--- config.mk ---
export PLATFORM = sky130hd
export DESIGN_NAME = bcd_countdown_timer_flat
export DESIGN_NICKNAME = d
export VERILOG_FILES = /design/src/rtl/bcd_countdown_timer_pkg.sv /design/src/rtl/bcd_countdown_timer_if.sv /design/src/rtl/bcd_countdown_timer_digit.sv /design/src/rtl/bcd_countdown_timer.sv /design/src/flat_wrapper.sv
export SDC_FILE = /design/constraint.sdc
export NUM_CORES = 1
export LEC_CHECK = 0
export ABC_AREA = 1
export CORE_MARGIN = 10
export CORE_UTILIZATION = 54
export CTS_CLUSTER_SIZE = 28
export DETAILED_ROUTE_END_ITERATION = 12
export PLACE_DENSITY = 0.91
export SLEW_MARGIN = 20
export SYNTH_ARGS = -nofsm -noshare
export SYNTH_HDL_FRONTEND = slang
export SYNTH_SLANG_ARGS = --single-unit
--- constraint.sdc ---
create_clock -name clock -period 1.9 [get_ports clock]
set_input_delay 0.38 -clock clock [delete_from_list [all_inputs] [get_ports clock]]
set_output_delay 0.38 -clock clock [all_outputs]
set_load 0.05 [all_outputs]
--- src/rtl/bcd_countdown_timer_pkg.sv ---
// bcd_countdown_timer_pkg: shared state encoding and BCD constants for the countdown timer
package bcd_countdown_timer_pkg;
  localparam int BCD_WIDTH = 4;
  localparam logic [BCD_WIDTH-1:0] BCD_MAX = 4'd9;
  typedef enum logic [1:0] {IDLE = 2'd0, RUN = 2'd1, PAUSED = 2'd2, DONE = 2'd3} state_t;
endpackage

--- src/rtl/bcd_countdown_timer_if.sv ---
// bcd_countdown_timer_if: control/load strobes in, BCD count and status out
//   tick, wr_en, wr_sel, wr_data, start, pause : master -> slave
//   digits, running, done, expired             : slave -> master
interface bcd_countdown_timer_if #(parameter int NUM_DIGITS = 6);
  logic tick;
  logic wr_en;
  logic [2:0] wr_sel;
  logic [3:0] wr_data;
  logic start;
  logic pause;
  logic [4*NUM_DIGITS-1:0] digits;
  logic running;
  logic done;
  logic expired;
  modport master (output tick, wr_en, wr_sel, wr_data, start, pause, input digits, running, done, expired);
  modport slave (input tick, wr_en, wr_sel, wr_data, start, pause, output digits, running, done, expired);
endinterface

--- src/rtl/bcd_countdown_timer_digit.sv ---
// bcd_down_digit: one loadable BCD digit that decrements on borrow_in and wraps 0 -> 9
//   clock, reset : clock and synchronous active-high reset
//   load, load_value : parallel load (takes precedence over borrow)
//   borrow_in, borrow_out : borrow chain; borrow_out is combinational
//   value : registered digit value
module bcd_down_digit
  import bcd_countdown_timer_pkg::*;
(
  input  logic                 clock,
  input  logic                 reset,
  input  logic                 load,
  input  logic [BCD_WIDTH-1:0] load_value,
  input  logic                 borrow_in,
  output logic [BCD_WIDTH-1:0] value,
  output logic                 borrow_out
);
  logic [BCD_WIDTH-1:0] r_value;
  always_ff @(posedge clock)
    if (reset) r_value <= '0;
    else if (load) r_value <= load_value;
    else if (borrow_in) r_value <= (r_value == '0) ? BCD_MAX : r_value - 1'b1;
  assign value = r_value;
  assign borrow_out = borrow_in && r_value == '0;
endmodule

--- src/rtl/bcd_countdown_timer.sv ---
// bcd_countdown_timer: multi-digit BCD down-counter with IDLE/RUN/PAUSED/DONE control
//   clock, reset : clock and synchronous active-high reset
//   bus (slave)  : tick/wr_en/wr_sel/wr_data/start/pause in; digits/running/done/expired out
module bcd_countdown_timer
  import bcd_countdown_timer_pkg::*;
#(
  parameter int NUM_DIGITS = 6
) (
  input logic clock,
  input logic reset,
  bcd_countdown_timer_if.slave bus
);
  state_t r_state, w_state_nxt;
  logic r_expired;
  logic [BCD_WIDTH*NUM_DIGITS-1:0] w_digits;
  logic [NUM_DIGITS-1:0] w_borrow;
  logic [BCD_WIDTH-1:0] w_wr_val;
  logic w_idle_or_paused, w_zero, w_one, w_dec, w_wr;
  // pause outranks start, which outranks a write, whether or not the higher one takes effect
  assign w_idle_or_paused = r_state == IDLE || r_state == PAUSED;
  assign w_zero = w_digits == '0;
  assign w_one = w_digits == (BCD_WIDTH*NUM_DIGITS)'(1);
  assign w_dec = r_state == RUN && bus.tick && !bus.pause;
  assign w_wr = bus.wr_en && !bus.pause && !bus.start && r_state != RUN && int'(bus.wr_sel) < NUM_DIGITS;
  assign w_wr_val = (bus.wr_data > BCD_MAX) ? BCD_MAX : bus.wr_data;
  assign w_borrow[0] = w_dec;
  for (genvar i = 0; i < NUM_DIGITS; i++) begin : g_digit
    logic w_borrow_out;
    bcd_down_digit u_digit (
      .clock(clock),
      .reset(reset),
      .load(w_wr && int'(bus.wr_sel) == i),
      .load_value(w_wr_val),
      .borrow_in(w_borrow[i]),
      .value(w_digits[BCD_WIDTH*i +: BCD_WIDTH]),
      .borrow_out(w_borrow_out)
    );
    if (i < NUM_DIGITS - 1) begin : g_chain
      assign w_borrow[i+1] = w_borrow_out;
    end else begin : g_top
      logic w_unused;
      assign w_unused = w_borrow_out;
    end
  end
  always_ff @(posedge clock)
    if (reset) begin
      r_state <= IDLE;
      r_expired <= 1'b0;
    end else begin
      r_state <= w_state_nxt;
      r_expired <= w_state_nxt == DONE && r_state != DONE;
    end
  always_comb begin
    w_state_nxt = r_state;
    if (bus.pause) w_state_nxt = (r_state == RUN) ? PAUSED : r_state;
    else if (bus.start && w_idle_or_paused) w_state_nxt = w_zero ? DONE : RUN;
    else if (w_wr && r_state == DONE) w_state_nxt = IDLE;
    else if (w_dec && w_one) w_state_nxt = DONE;
  end
  assign bus.digits = w_digits;
  assign bus.running = r_state == RUN;
  assign bus.done = r_state == DONE;
  assign bus.expired = r_expired;
endmodule
--- src/flat_wrapper.sv ---
// flat-port wrapper written by rule: the top's interface ports become plain ports
module bcd_countdown_timer_flat import bcd_countdown_timer_pkg::*;
#(
  parameter int NUM_DIGITS = 6
)
  (clock, reset, bus_tick, bus_wr_en, bus_wr_sel, bus_wr_data, bus_start, bus_pause, bus_digits, bus_running, bus_done, bus_expired);
  bcd_countdown_timer_if #(.NUM_DIGITS(NUM_DIGITS)) bus_i ();
  input logic clock;
  input logic reset;
  input wire logic [$bits(bus_i.tick)-1:0] bus_tick;
  input wire logic [$bits(bus_i.wr_en)-1:0] bus_wr_en;
  input wire logic [$bits(bus_i.wr_sel)-1:0] bus_wr_sel;
  input wire logic [$bits(bus_i.wr_data)-1:0] bus_wr_data;
  input wire logic [$bits(bus_i.start)-1:0] bus_start;
  input wire logic [$bits(bus_i.pause)-1:0] bus_pause;
  output wire logic [$bits(bus_i.digits)-1:0] bus_digits;
  output wire logic [$bits(bus_i.running)-1:0] bus_running;
  output wire logic [$bits(bus_i.done)-1:0] bus_done;
  output wire logic [$bits(bus_i.expired)-1:0] bus_expired;
  assign bus_i.tick = bus_tick;
  assign bus_i.wr_en = bus_wr_en;
  assign bus_i.wr_sel = bus_wr_sel;
  assign bus_i.wr_data = bus_wr_data;
  assign bus_i.start = bus_start;
  assign bus_i.pause = bus_pause;
  assign bus_digits = bus_i.digits;
  assign bus_running = bus_i.running;
  assign bus_done = bus_i.done;
  assign bus_expired = bus_i.expired;
  bcd_countdown_timer #(.NUM_DIGITS(NUM_DIGITS)) u_core (.clock(clock), .reset(reset), .bus(bus_i));
endmodule
# [Word-level counts from Yosys, hierarchy flattened]
# Index checks and enable logic that the tools add are counted.
[classes] n_mux=25 n_eq_ne=12 reduce_logical=39 addsub=6 n_lt_le_gt_ge=2
[op_table] cell="$mux W4" n=19
[op_table] cell="$eq A24 B1 Y1 const B" n=1
[op_table] cell="$logic_not A24 Y1" n=1
[op_table] cell="$logic_not A4 Y1" n=6
[op_table] cell="$sub A4 B1 Y4 const B" n=6
[op_table] cell="$logic_and A1 B1 Y1" n=21
[op_table] cell="$eq A3 B3 Y1 const B" n=4
[op_table] cell="$mux W2" n=6
[op_table] cell="$reduce_bool A2 Y1" n=6
[op_table] cell="$eq A2 B2 Y1 const B" n=3
[op_table] cell="$gt A4 B4 Y1 const B" n=1
[op_table] cell="$eq A3 B2 Y1 const B" n=1
[op_table] cell="$logic_not A3 Y1" n=1
[op_table] cell="$lt A3 B3 Y1 const B" n=1
[op_table] cell="$eq A2 B1 Y1 const B" n=1
[op_table] cell="$logic_not A1 Y1" n=2
[op_table] cell="$logic_not A2 Y1" n=1
[op_table] cell="$ne A2 B1 Y1 const B" n=1
[op_table] cell="$ne A2 B2 Y1 const B" n=1
[op_table] cell="$logic_or A1 B1 Y1" n=1
[word_totals] elab_cells=92 register_bits=27 output_inout_bits=27 input_bits=13

# [Longest topological paths before layout]
[logic_depth] word_depth=11 ltp_mapped=10

# [Cells and area by module]
# Synthesis repeated with hierarchy kept, for this count alone.
[unflattened] cells_unflattened=322 hier_area_um2=1895.6
[modules_own_cells] mod="bcd_down_digit" cells_per_inst=40 n_inst=6 area_per_inst_um2=246.5
[modules_own_cells] mod="bcd_countdown_timer" cells_per_inst=82 n_inst=1 area_per_inst_um2=416.6

# [Worst setup path before layout]
# OpenSTA, ideal clock, no wires.
[synth_timing] kind="reg2reg" startpoint="register u_core.g_digit[1].u_digit.r_value[2]" endpoint="register u_core.g_digit[3].u_digit.r_value[0]" arrival_ps=1450 path_stages_with_launch=10 synth_period_minus_slack_ps=1566 path_slack_ps=334 cell_sequence="dfxtp_1 inv_1 nand3_1 nor2_4 nand2_4 inv_2 nand2_1 nand2_1 nor2_1 nor2_1"
[synth_via] elab_chain_len=4
[synth_rtl] element="from (decl)" line_no="bcd_countdown_timer_digit.sv:17" text="logic [BCD_WIDTH-1:0] r_value;"
[synth_rtl] element="from (signal assigned)" line_no="bcd_countdown_timer_digit.sv:20" text="else if (load) r_value <= load_value;"
[synth_rtl] element="from (signal assigned)" line_no="bcd_countdown_timer_digit.sv:21" text="else if (borrow_in) r_value <= (r_value == '0) ? BCD_MAX : r_value - 1'b1;"
[synth_rtl] element="$logic_not A4 Y1" line_no="bcd_countdown_timer_digit.sv:23" text="assign borrow_out = borrow_in && r_value == '0;"
[synth_rtl] element="$logic_and A1 B1 Y1 (2 in a row)" line_no="bcd_countdown_timer_digit.sv:23"
[synth_rtl] element="$reduce_bool A2 Y1 (no source line)"
[synth_rtl] element="to (signal assigned)" line_no="bcd_countdown_timer_digit.sv:20"
[synth_rtl] element="to (signal assigned)" line_no="bcd_countdown_timer_digit.sv:21"
[synth_rtl] element="to (decl)" line_no="bcd_countdown_timer_digit.sv:17"
# Every way passes these cells.
# A chain may end at the register's enable or synchronous reset.

# [Worst setup path after layout]
[layout_timing] startpoint="register u_core.r_expired (netlist: u_core.bus.expired)" endpoint="output port bus_expired"
[layout_rtl] element="from (decl)" line_no="bcd_countdown_timer.sv:14" text="logic r_expired;"
[layout_rtl] element="from (signal assigned)" line_no="bcd_countdown_timer.sv:48" text="r_expired <= 1'b0;"
[layout_rtl] element="from (signal assigned)" line_no="bcd_countdown_timer.sv:51" text="r_expired <= w_state_nxt == DONE && r_state != DONE;"
[layout_rtl] element="to (decl)" line_no="flat_wrapper.sv:19" text="output wire logic [$bits(bus_i.expired)-1:0] bus_expired;"
# No word-level cell between the ends.

==> results.json <==
{
  "vias": 2054,
  "drv_slew": 0,
  "grt_pass1_wl_mm": 7.88,
  "period_share_pct": 97.1,
  "worstSetupPathType": "flip-flop to primary output",
  "finClkSkew_ns": 0.00221,
  "cts-resized-gates": 0,
  "ctsRootBufferMaster": "clkbuf_4",
  "core-area_mm2": 0.00331,
  "numCtsBuffers": 3,
  "cp_max_fo": 1,
  "cts_setup_buffers": 0,
  "rows": 21,
  "grt_pass1_vias": 1797,
  "clk_pin_slew_ns": 0.15,
  "max_freq_mhz": 542,
  "power.density_mw_per_mm2": 530,
  "drv_cap": 0,
  "fin_nets": 362,
  "worst_r2r_path_depth": 7,
  "start_kind": "flip-flop",
  "setup_viol": 0,
  "antenna_found_initial": 0,
  "reg2reg_slack_ns": 0.41,
  "wire_per_inst_um": 11.8,
  "dieWidth_um": 78.1,
  "port_buffers": 39,
  "arrival_ns": 1.46,
  "maxSlewHeadroom_pct": 66.9,
  "synth_area_per_cell_um2": 5.99,
  "place_inst": 390,
  "synthTopCellsByArea": "dfxtp_1 30%, nand2_1 16%, nor2_1 9.7%, inv_1 7.8%, nand3_1 7.7%",
  "first_pass_iters": 4,
  "r2r-start": "u_core.g_digit[4].u_digit.value[0]$_SDFFE_PP0P_",
  "cp-end-kind": "primary output",
  "yosysSeqAreaShare_pct": 29.7,
  "worstHoldStart": "u_core.g_digit[4].u_digit.value[1]$_SDFFE_PP0P_",
  "hold_path_class": "flip-flop to flip-flop",
  "synth_area_mm2": 0.00182,
  "die_h_um": 78.1,
  "grt_max_degree": 21,
  "overflow": 0,
  "crit_required_ns": 1.52,
  "status": "finished, final reports clean",
  "clock_sinks": 27,
  "synth_largest_area_cell": "dfxtp_1",
  "synth_commonest_cells": "77 x nand2_1, 47 x nor2_1, 38 x inv_1",
  "h-tree-depth": 1,
  "routabilityCongestion": 0.907,
  "regToRegEndpoint": "u_core.g_digit[5].u_digit.value[3]$_SDFFE_PP0P_",
  "ctsLongestPathBuffers": 2,
  "cts_tree": "built",
  "crit_path_top_delay_cell": "clkdlybuf4s50_1",
  "critPathTopFamily": "buffers and inverters",
  "synth_seq_cells": 27,
  "diodes": 0,
  "synth_cells": 304,
  "drt_iter0_drc": 160,
  "async_flop_share_pct": 0,
  "vdd_drop_max_mv": 0.341,
  "die_area_mm2": 0.00610,
  "slowest_delay_ns": 0.79,
  "ioPinCount": 40,
  "synthesis.nets": 317,
  "grt.total_usage_pct": 14.9,
  "drc_errors": 0,
  "rsz0062_at_grt": "no",
  "tightest_slew_ns": 0.495,
  "clkLatencyLatePin_ns": 0.33,
  "synthDistinctLibCells": 27,
  "dp_hpwl_mm": 3.68,
  "final_antenna_net_count": 0,
  "drive_above_1_share_pct": 16.7,
  "via_per_inst": 5.21,
  "routed_wl_mm": 4.67,
  "cp_cell_sequence": "clkdlybuf4s50_1",
  "holdPathEnd": "u_core.g_digit[4].u_digit.value[1]$_SDFFE_PP0P_",
  "hold_viol": 0,
  "ys_warn_count": 0,
  "synthFlopType": "dfxtp_1",
  "power.leakage_uw": 0.00107,
  "synth_top_area_share_pct": 29.7,
  "area_growth_pct": 23.4,
  "min_period_ns": 1.84,
  "hold_depth": 2,
  "final_core_util_pct": 67.9,
  "synth_edf_count": 0,
  "final_cell_count_no_fill": 394,
  "start_util_pct": 55.0,
  "synthMostInstantiatedCell": "nand2_1",
  "cp.buffers_inverters": 1,
  "cts_hold_buf": 0
}
layout by cell type, fill, tap and decap left out, types with 2 or more instances in the layout:
master,synthesis,final
a21oi_1,23,23
a31oi_1,5,5
buf_4,1,30
clkbuf_4,0,3
clkdlybuf4s50_1,0,13
dfxtp_1,27,27
inv_1,38,38
inv_2,3,3
nand2_1,77,77
nand2_2,8,8
nand3_1,28,28
nand3_2,2,2
nor2_1,47,47
nor2_2,2,2
nor2_4,4,4
o21ai_0,19,19
o21ai_1,5,5
o22ai_1,3,3
power breakdown:
part / switching [uW] / internal, uW
Clock: 182 / 79.1
Sequential: 21.4 / 585
Combinational: 212 / 113
Total: 415 / 777
through the flow:
step                TNS [ns]  hold slack (ns)  power [uW]  setup WS (ns)  area [um2]
finish                     0            0.529        1190         0.0559        2250
global route               0            0.563        1260        0.00526        2250
CTS                        0            0.532        1200         0.0465        2250
detailed placement   -0.0511            0.514         941        -0.0263        2220
global placement           0            0.503         936         0.0542        2220
floorplan                  0            0.517         839          0.334        1820
worst max-delay path by stage:
stage	from	end	slack [ns]	cells past startpoint
6_report	u_core.bus.expired$_SDFF_PP0_	bus_expired	0.06	1
5_1_grt	u_core.bus.expired$_SDFF_PP0_	bus_expired	0.005	1
4_1_cts	u_core.bus.expired$_SDFF_PP0_	bus_expired	0.05	1
3_5_place_dp	bus_pause	u_core.g_digit[4].u_digit.value[1]$_SDFFE_PP0P_	-0.03	11
3_3_place_gp	bus_pause	u_core.g_digit[5].u_digit.value[3]$_SDFFE_PP0P_	0.05	8
2_1_floorplan	u_core.g_digit[1].u_digit.value[2]$_SDFFE_PP0P_	u_core.g_digit[3].u_digit.value[0]$_SDFFE_PP0P_	0.33	9
metal layers:
metal	GRT usage [%]	vias to the layer above	wire length [um]
li1	-	1070	-
met1	18.9	919	2110
met2	24.5	61	2240
met3	3.53	4	283
met4	4.12	0	34
met5	0	-	0
final cells by class:
| class | instances | area (um2) |
|---|---|---|
| Clock buffer | 3 | 22.5 |
| Sequential cell | 27 | 541 |
| Fill cell | 316 | 1060 |
| Clock inverter | 1 | 5.00 |
| Tap cell | 46 | 57.6 |
| Timing Repair Buffer | 43 | 355 |
| Multi-Input combinational cell | 232 | 1110 |
| Inverter | 42 | 160 |
sequential cells by signal (all words and copies together), names as in the netlist:
register                      cells
u_core.bus.expired                1
u_core.r_state                    2
u_core.g_digit.u_digit.value     24
cells by family (layout without fill, tap and decap cells):
logic type                Yosys count  count (layout)  synth area share (%)
xor gates and xnor gates            1               1                 0.481
buffers and inverters              45              89                  9.62
DFF                                27              27                  29.7
AOI/OAI and AO/OA                  58              58                  17.0
and+or+nand+nor                   173             173                  43.3
No activity file was read; power rests on OpenSTA's default activity.
